$ cat src/rtl/cacheline_burst_responder_if.sv
// ---------------------------------------------------------------------------
// cacheline_burst_responder_if
//
// Purpose: groups the two buses handled by the cache-line burst responder.
//   - Cache side (pmem_*): a line-fill or line-writeback request with a
//     256-bit line and a one-cycle completion strobe.
//   - Memory side (burst_*): a 4-beat, 64-bit burst with a per-beat
//     response/accept strobe.
//
// Signals:
//   pmem_read      cache line-fill request
//   pmem_write     cache line-writeback request
//   pmem_address   32-bit line address from the cache
//   pmem_wdata     256-bit writeback line
//   pmem_rdata     256-bit assembled fill line (to cache)
//   pmem_resp      one-cycle completion strobe (to cache)
//   burst_read     memory read burst request
//   burst_write    memory write burst request
//   burst_address  32-bit burst base address
//   burst_wdata    64-bit current write beat
//   burst_rdata    64-bit current read beat (from memory)
//   burst_resp     memory accepts/returns one beat this cycle
//
// Modports:
//   slave  - the responder's view (takes cache requests, drives the burst bus)
//   master - the environment's view (cache + memory model)
// ---------------------------------------------------------------------------
interface cacheline_burst_responder_if;
  logic         pmem_read;
  logic         pmem_write;
  logic [31:0]  pmem_address;
  logic [255:0] pmem_wdata;
  logic [255:0] pmem_rdata;
  logic         pmem_resp;

  logic         burst_read;
  logic         burst_write;
  logic [31:0]  burst_address;
  logic [63:0]  burst_wdata;
  logic [63:0]  burst_rdata;
  logic         burst_resp;

  modport slave (
    input  pmem_read,
    input  pmem_write,
    input  pmem_address,
    input  pmem_wdata,
    output pmem_rdata,
    output pmem_resp,
    output burst_read,
    output burst_write,
    output burst_address,
    output burst_wdata,
    input  burst_rdata,
    input  burst_resp
  );

  modport master (
    output pmem_read,
    output pmem_write,
    output pmem_address,
    output pmem_wdata,
    input  pmem_rdata,
    input  pmem_resp,
    input  burst_read,
    input  burst_write,
    input  burst_address,
    input  burst_wdata,
    output burst_rdata,
    output burst_resp
  );
endinterface

$ cat src/rtl/cacheline_burst_responder.sv
// ---------------------------------------------------------------------------
// cacheline_burst_responder
//
// Purpose: converts a 256-bit cache line request into a 4-beat x 64-bit
// memory burst. A fill (pmem_read) collects four read beats into pmem_rdata;
// a writeback (pmem_write) streams the latched line out as four write beats.
// Completion is signalled by a single-cycle pmem_resp, after which the block
// returns to IDLE.
//
// Ports:
//   clk   - single clock, all state changes on the rising edge
//   rst   - asynchronous, active-high reset
//   bus   - cacheline_burst_responder_if.slave (cache + memory buses)
//
// Parameters:
//   BEATS - 64-bit beats per line; the line is 256 bits, so this is 4.
//
// All outputs are decoded from registered state only; nothing on the input
// side of the bus reaches an output combinationally.
// ---------------------------------------------------------------------------
module cacheline_burst_responder #(
  parameter int BEATS = 4
) (
  input  logic                        clk,
  input  logic                        rst,
  cacheline_burst_responder_if.slave  bus
);

  localparam int BEAT_W = 64;
  localparam int CNT_W  = $clog2(BEATS);
  // Byte offset within a 32-byte line; these address bits are forced to 0.
  localparam int OFFS_W = $clog2(BEATS * BEAT_W / 8);
  localparam logic [CNT_W-1:0] LAST_BEAT = CNT_W'(BEATS - 1);

  typedef enum logic [1:0] {
    ST_IDLE  = 2'd0,
    ST_READ  = 2'd1,
    ST_WRITE = 2'd2,
    ST_DONE  = 2'd3
  } state_t;

  state_t                         state_q, state_d;
  logic [CNT_W-1:0]               cnt_q, cnt_d;
  logic [31:0]                    addr_q, addr_d;
  logic [BEATS-1:0][BEAT_W-1:0]   wline_q, wline_d;
  logic [BEATS-1:0][BEAT_W-1:0]   rdata_q, rdata_d;

  logic                           beat_accept;
  logic [BEATS-1:0]               rbeat_we;
  logic [31:0]                    line_addr;

  // The low address bits only select a byte inside the line and are dropped.
  logic addr_offset_unused;
  assign addr_offset_unused = ^bus.pmem_address[OFFS_W-1:0];

  assign line_addr = {bus.pmem_address[31:OFFS_W], {OFFS_W{1'b0}}};

  // A beat only counts while a burst is actually in flight; stray responses
  // in IDLE or DONE are ignored.
  assign beat_accept = bus.burst_resp &&
                       ((state_q == ST_READ) || (state_q == ST_WRITE));

  // -------------------------------------------------------------------------
  // Read-beat capture: each 64-bit slot of the fill line has its own write
  // enable, selected by the beat counter. Slots not being written hold, so
  // the previous fill line survives writebacks untouched.
  // -------------------------------------------------------------------------
  generate
    for (genvar gi = 0; gi < BEATS; gi++) begin : g_rbeat
      assign rbeat_we[gi] = (state_q == ST_READ) && bus.burst_resp &&
                            (cnt_q == CNT_W'(gi));
      assign rdata_d[gi]  = rbeat_we[gi] ? bus.burst_rdata : rdata_q[gi];
    end
  endgenerate

  // -------------------------------------------------------------------------
  // Next-state and request latching.
  // -------------------------------------------------------------------------
  always_comb begin
    state_d = state_q;
    cnt_d   = cnt_q;
    addr_d  = addr_q;
    wline_d = wline_q;

    unique case (state_q)
      ST_IDLE: begin
        // Writeback has priority over fill when both are requested.
        if (bus.pmem_write) begin
          state_d = ST_WRITE;
          addr_d  = line_addr;
          wline_d = bus.pmem_wdata;
          cnt_d   = '0;
        end else if (bus.pmem_read) begin
          state_d = ST_READ;
          addr_d  = line_addr;
          cnt_d   = '0;
        end
      end

      ST_READ,
      ST_WRITE: begin
        if (beat_accept) begin
          // The counter is exactly log2(BEATS) wide, so it wraps to 0
          // on the last beat without any explicit clear.
          cnt_d = cnt_q + 1'b1;
          if (cnt_q == LAST_BEAT) begin
            state_d = ST_DONE;
          end
        end
      end

      ST_DONE: begin
        state_d = ST_IDLE;
      end

      default: begin
        state_d = ST_IDLE;
      end
    endcase
  end

  // -------------------------------------------------------------------------
  // State registers. Reset is asynchronous so a burst in progress is dropped
  // immediately, without waiting for a clock edge.
  // -------------------------------------------------------------------------
  always_ff @(posedge clk or posedge rst) begin
    if (rst) begin
      state_q <= ST_IDLE;
      cnt_q   <= '0;
      addr_q  <= '0;
      wline_q <= '0;
      rdata_q <= '0;
    end else begin
      state_q <= state_d;
      cnt_q   <= cnt_d;
      addr_q  <= addr_d;
      wline_q <= wline_d;
      rdata_q <= rdata_d;
    end
  end

  // -------------------------------------------------------------------------
  // Output decode (registered state only).
  // -------------------------------------------------------------------------
  assign bus.burst_read    = (state_q == ST_READ);
  assign bus.burst_write   = (state_q == ST_WRITE);
  assign bus.burst_address = ((state_q == ST_READ) || (state_q == ST_WRITE)) ?
                             addr_q : '0;
  assign bus.burst_wdata   = (state_q == ST_WRITE) ? wline_q[cnt_q] : '0;
  assign bus.pmem_resp     = (state_q == ST_DONE);
  assign bus.pmem_rdata    = rdata_q;

endmodule

$ cat src/flat_wrapper.sv
// flat-port wrapper written by rule: the top's interface ports become plain ports
module cacheline_burst_responder_flat 
#(
  parameter int BEATS = 4
)
  (clk, rst, bus_pmem_read, bus_pmem_write, bus_pmem_address, bus_pmem_wdata, bus_pmem_rdata, bus_pmem_resp, bus_burst_read, bus_burst_write, bus_burst_address, bus_burst_wdata, bus_burst_rdata, bus_burst_resp);
  cacheline_burst_responder_if bus_i ();
  input  logic clk;
  input  logic rst;
  input wire logic [$bits(bus_i.pmem_read)-1:0] bus_pmem_read;
  input wire logic [$bits(bus_i.pmem_write)-1:0] bus_pmem_write;
  input wire logic [$bits(bus_i.pmem_address)-1:0] bus_pmem_address;
  input wire logic [$bits(bus_i.pmem_wdata)-1:0] bus_pmem_wdata;
  output wire logic [$bits(bus_i.pmem_rdata)-1:0] bus_pmem_rdata;
  output wire logic [$bits(bus_i.pmem_resp)-1:0] bus_pmem_resp;
  output wire logic [$bits(bus_i.burst_read)-1:0] bus_burst_read;
  output wire logic [$bits(bus_i.burst_write)-1:0] bus_burst_write;
  output wire logic [$bits(bus_i.burst_address)-1:0] bus_burst_address;
  output wire logic [$bits(bus_i.burst_wdata)-1:0] bus_burst_wdata;
  input wire logic [$bits(bus_i.burst_rdata)-1:0] bus_burst_rdata;
  input wire logic [$bits(bus_i.burst_resp)-1:0] bus_burst_resp;
  assign bus_i.pmem_read = bus_pmem_read;
  assign bus_i.pmem_write = bus_pmem_write;
  assign bus_i.pmem_address = bus_pmem_address;
  assign bus_i.pmem_wdata = bus_pmem_wdata;
  assign bus_pmem_rdata = bus_i.pmem_rdata;
  assign bus_pmem_resp = bus_i.pmem_resp;
  assign bus_burst_read = bus_i.burst_read;
  assign bus_burst_write = bus_i.burst_write;
  assign bus_burst_address = bus_i.burst_address;
  assign bus_burst_wdata = bus_i.burst_wdata;
  assign bus_i.burst_rdata = bus_burst_rdata;
  assign bus_i.burst_resp = bus_burst_resp;
  cacheline_burst_responder #(.BEATS(BEATS)) u_core (.clk(clk), .rst(rst), .bus(bus_i));
endmodule
$ cat config.mk
export PLATFORM = sky130hd
export DESIGN_NAME = cacheline_burst_responder_flat
export DESIGN_NICKNAME = d
export VERILOG_FILES = /design/src/rtl/cacheline_burst_responder_if.sv /design/src/rtl/cacheline_burst_responder.sv /design/src/flat_wrapper.sv
export SDC_FILE = /design/constraint.sdc
export NUM_CORES = 1
export LEC_CHECK = 0
export ABC_CLOCK_PERIOD_IN_PS = 24000
export BUFFER_PORTS_ARGS = -buffer_cell sky130_fd_sc_hd__buf_2
export CAP_MARGIN = 20
export CORE_UTILIZATION = 30
export DETAILED_ROUTE_END_ITERATION = 8
export PLACE_DENSITY = 0.64
export SLEW_MARGIN = 5
export SYNTH_ARGS = -nofsm -noshare
export SYNTH_HDL_FRONTEND = slang
export SYNTH_SLANG_ARGS = --single-unit
$ cat constraint.sdc
create_clock -name clk -period 24 [get_ports clk]
set_input_delay 2.4 -clock clk [delete_from_list [all_inputs] [get_ports clk]]
set_output_delay 2.4 -clock clk [all_outputs]
set_load 0.01 [all_outputs]
==> impl_metrics.json <==
{
  "seq_area_sq_mm": 0.0136,
  "route.detailed.drc": 0,
  "p_clk_share_pct": 23.8,
  "port_buffers": 701,
  "rsz0062_at_grt": "no",
  "p_per_area_mw_per_mm2": 141,
  "die_y_um": 276,
  "cts_root_buffer": "clkbuf_16",
  "hold_viol": 0,
  "holdWs_ps": 498,
  "final_cell_mix": "buf_2, dfrtp_1, mux2_2",
  "hp-start": "u_core.wline_q[245]",
  "dr_total_vias": 14100,
  "viasPerCell": 4.59,
  "syn_area_sq_mm": 0.0225,
  "peakVddDrop_uv": 85.3,
  "path_clk_slew_ps": 60,
  "routed_wl_um": 59600,
  "cts_hold_buf": 0,
  "layout.cells.non_filler": 3080,
  "finClkSkew_ps": 9.28,
  "run_status": "completed",
  "power_mw": 4.09,
  "grt_pass1_vias": 15800,
  "syn_inst": 1363,
  "r2r_setup_slack_ps": 19520,
  "p_leak_nw": 13.9,
  "cts_setup_buffers": 0,
  "slew_headroom_pct": 29.6,
  "yosysUniqueCellTypes": 26,
  "place_area_sq_mm": 0.0269,
  "hold_path_end": "u_core.wline_q[245]",
  "die_w_um": 276,
  "worstHoldPathCells": 1,
  "syn_to_final_growth_pct": 29.2,
  "worst_pin_slew_ps": 1060,
  "antenna_left": 0,
  "place_congestion": 0.811,
  "dp_slack_ps": 17350,
  "top_level_ports": 712,
  "cts_max_path_buffers": 3,
  "drtIter0Drc": 594,
  "cp.required_ps": 24620,
  "pwr-share-comb_pct": 36.8,
  "endpoint_kind": "async pin",
  "switchingPower_mw": 1.29,
  "dieArea_sq_mm": 0.0760,
  "ys_seq_area_share_pct": 60.5,
  "setup_ws_ps": 18240,
  "start_kind": "input pin",
  "clk-insertion-delay-late_ps": 600,
  "reg2regPathDepth": 7,
  "fp-row-count": 99,
  "grt_antenna_before_repair": 16,
  "grt_max_degree": 170,
  "hold_class": "flop to flop",
  "finish.utilization_pct": 39.5,
  "multi_input_area_sq_mm": 0.00842,
  "rr_endpoint": "u_core.wline_q[48]",
  "setup_viol": 0,
  "cap_violations": 0,
  "yosysWarnings": 0,
  "initial_core_util_pct": 30.5,
  "coreArea_sq_mm": 0.0736,
  "cts_buffers": 59,
  "cp_max_fo": 116,
  "postCtsResizedCells": 0,
  "drive_above_1_share_pct": 68.0,
  "fin_tns_setup_ps": 0,
  "dp.cells": 2957,
  "fmax_ghz": 0.174,
  "cts_tree": "yes",
  "grt.total_usage_pct": 15.2,
  "num-fill-cells": 6905,
  "internal-power_mw": 2.80,
  "hpwl_um": 42000,
  "period_needed_ps": 5760,
  "cts.sink_count": 543,
  "critPathArrivalTime_ps": 6380,
  "grt_pass1_wl_um": 89900,
  "min_period_over_period_pct": 24.0,
  "wl_per_cell_um": 19.3,
  "overflow": 0,
  "r2r-start": "u_core.state_q[0]",
  "final_common_cell": "buf_2",
  "p_seq_share_pct": 39.4,
  "synth_seq_cells": 543,
  "final_nets": 2425,
  "htreeDepth": 2,
  "worst-setup-path-type": "input pin to async pin",
  "slew_violations": 0,
  "p_sw_share_pct": 31.5,
  "final_area_sq_mm": 0.0290,
  "dr.pass1.iters": 4,
  "avgSynthCellArea_sq_um": 16.5
}
## worst max path at each step
stage                     from                  end  slack (ps)  cells after the start
after detailed placement   rst  u_core.wline_q[188]       17350                      6
after CTS                  rst   u_core.wline_q[39]       18010                      6
after floorplan            rst    u_core.addr_q[10]        6420                      1
after global placement     rst    u_core.wline_q[1]       17590                      6
final                      rst   u_core.wline_q[39]       18240                      6
after global routing       rst  u_core.wline_q[231]       17500                      6
## per-layer routing
layer	vias up	global-route usage [%]	share of wire [%]
li1	6298	-	-
met1	7174	16.8	37
met2	540	26.9	51
met3	117	5.35	9.1
met4	12	5.03	2.8
met5	-	0	0.14
## final cells by class
type / instances / share of cell area [%]
clock buffer: 83 / 6.06
timing repair buffer: 717 / 12.5
clock inverter: 28 / 1.23
inverter: 5 / 0.0905
antenna: 12 / 0.103
sequential: 543 / 46.8
multi-input combinational: 733 / 29.0
tap: 959 / 4.13
## sequential cells by signal (all words and copies together), names as in the netlist
name                   cells
u_core.addr_q             27
u_core.bus.pmem_rdata    256
u_core.cnt_q               2
u_core.state_q             2
u_core.wline_q           256
## cells by family after synthesis
kind of cell    after synthesis  synth area share, %
fa+ha+maj                     9                0.501
compound gates                9                0.267
flops                       543                 60.5
buf+inv                      91                 2.27
mux                         606                 33.6
other cells                   1               0.0167
simple gates                104                 2.90
## cells in the mapped netlist
library cell,instances,area share (%)
a221o_1,1,0.045
clkbuf_1,11,0.18
buf_1,4,0.067
ha_1,9,0.50
buf_2,61,1.4
buf_4,5,0.17
mux2i_1,3,0.13
o211ai_1,1,0.033
buf_6,1,0.050
o21ai_2,1,0.039
mux4_2,64,6.4
and2_1,91,2.5
nand2_1,4,0.067
nand3_2,4,0.18
buf_12,4,0.36
conb_1,1,0.017
dfrtp_1,543,60
nand2b_1,1,0.028
o221ai_1,1,0.039
o21ai_0,3,0.067
nor2_1,1,0.017
a21oi_1,2,0.045
mux2_2,539,27
nand3_1,2,0.045
nor3b_1,1,0.033
inv_1,5,0.084
## power groups by stage
| stage | Sequential, mW | Clock (mW) | Combinational, mW |
|---|---|---|---|
| finish | 1.61 | 0.973 | 1.50 |
| global route | 1.67 | 1.04 | 1.63 |
| CTS | 1.61 | 0.998 | 1.53 |
| detailed placement | 1.62 | 0 | 1.53 |
| global placement | 1.59 | 0 | 1.49 |
| floorplan | 1.65 | 0 | 0.935 |
## worst max-delay path, stage by stage
cell	delay, ps
buf_2	130
inv_8	500
buf_4	870
buf_4	770
buf_4	720
buf_4	770
Power figures use the tool's default switching activity.
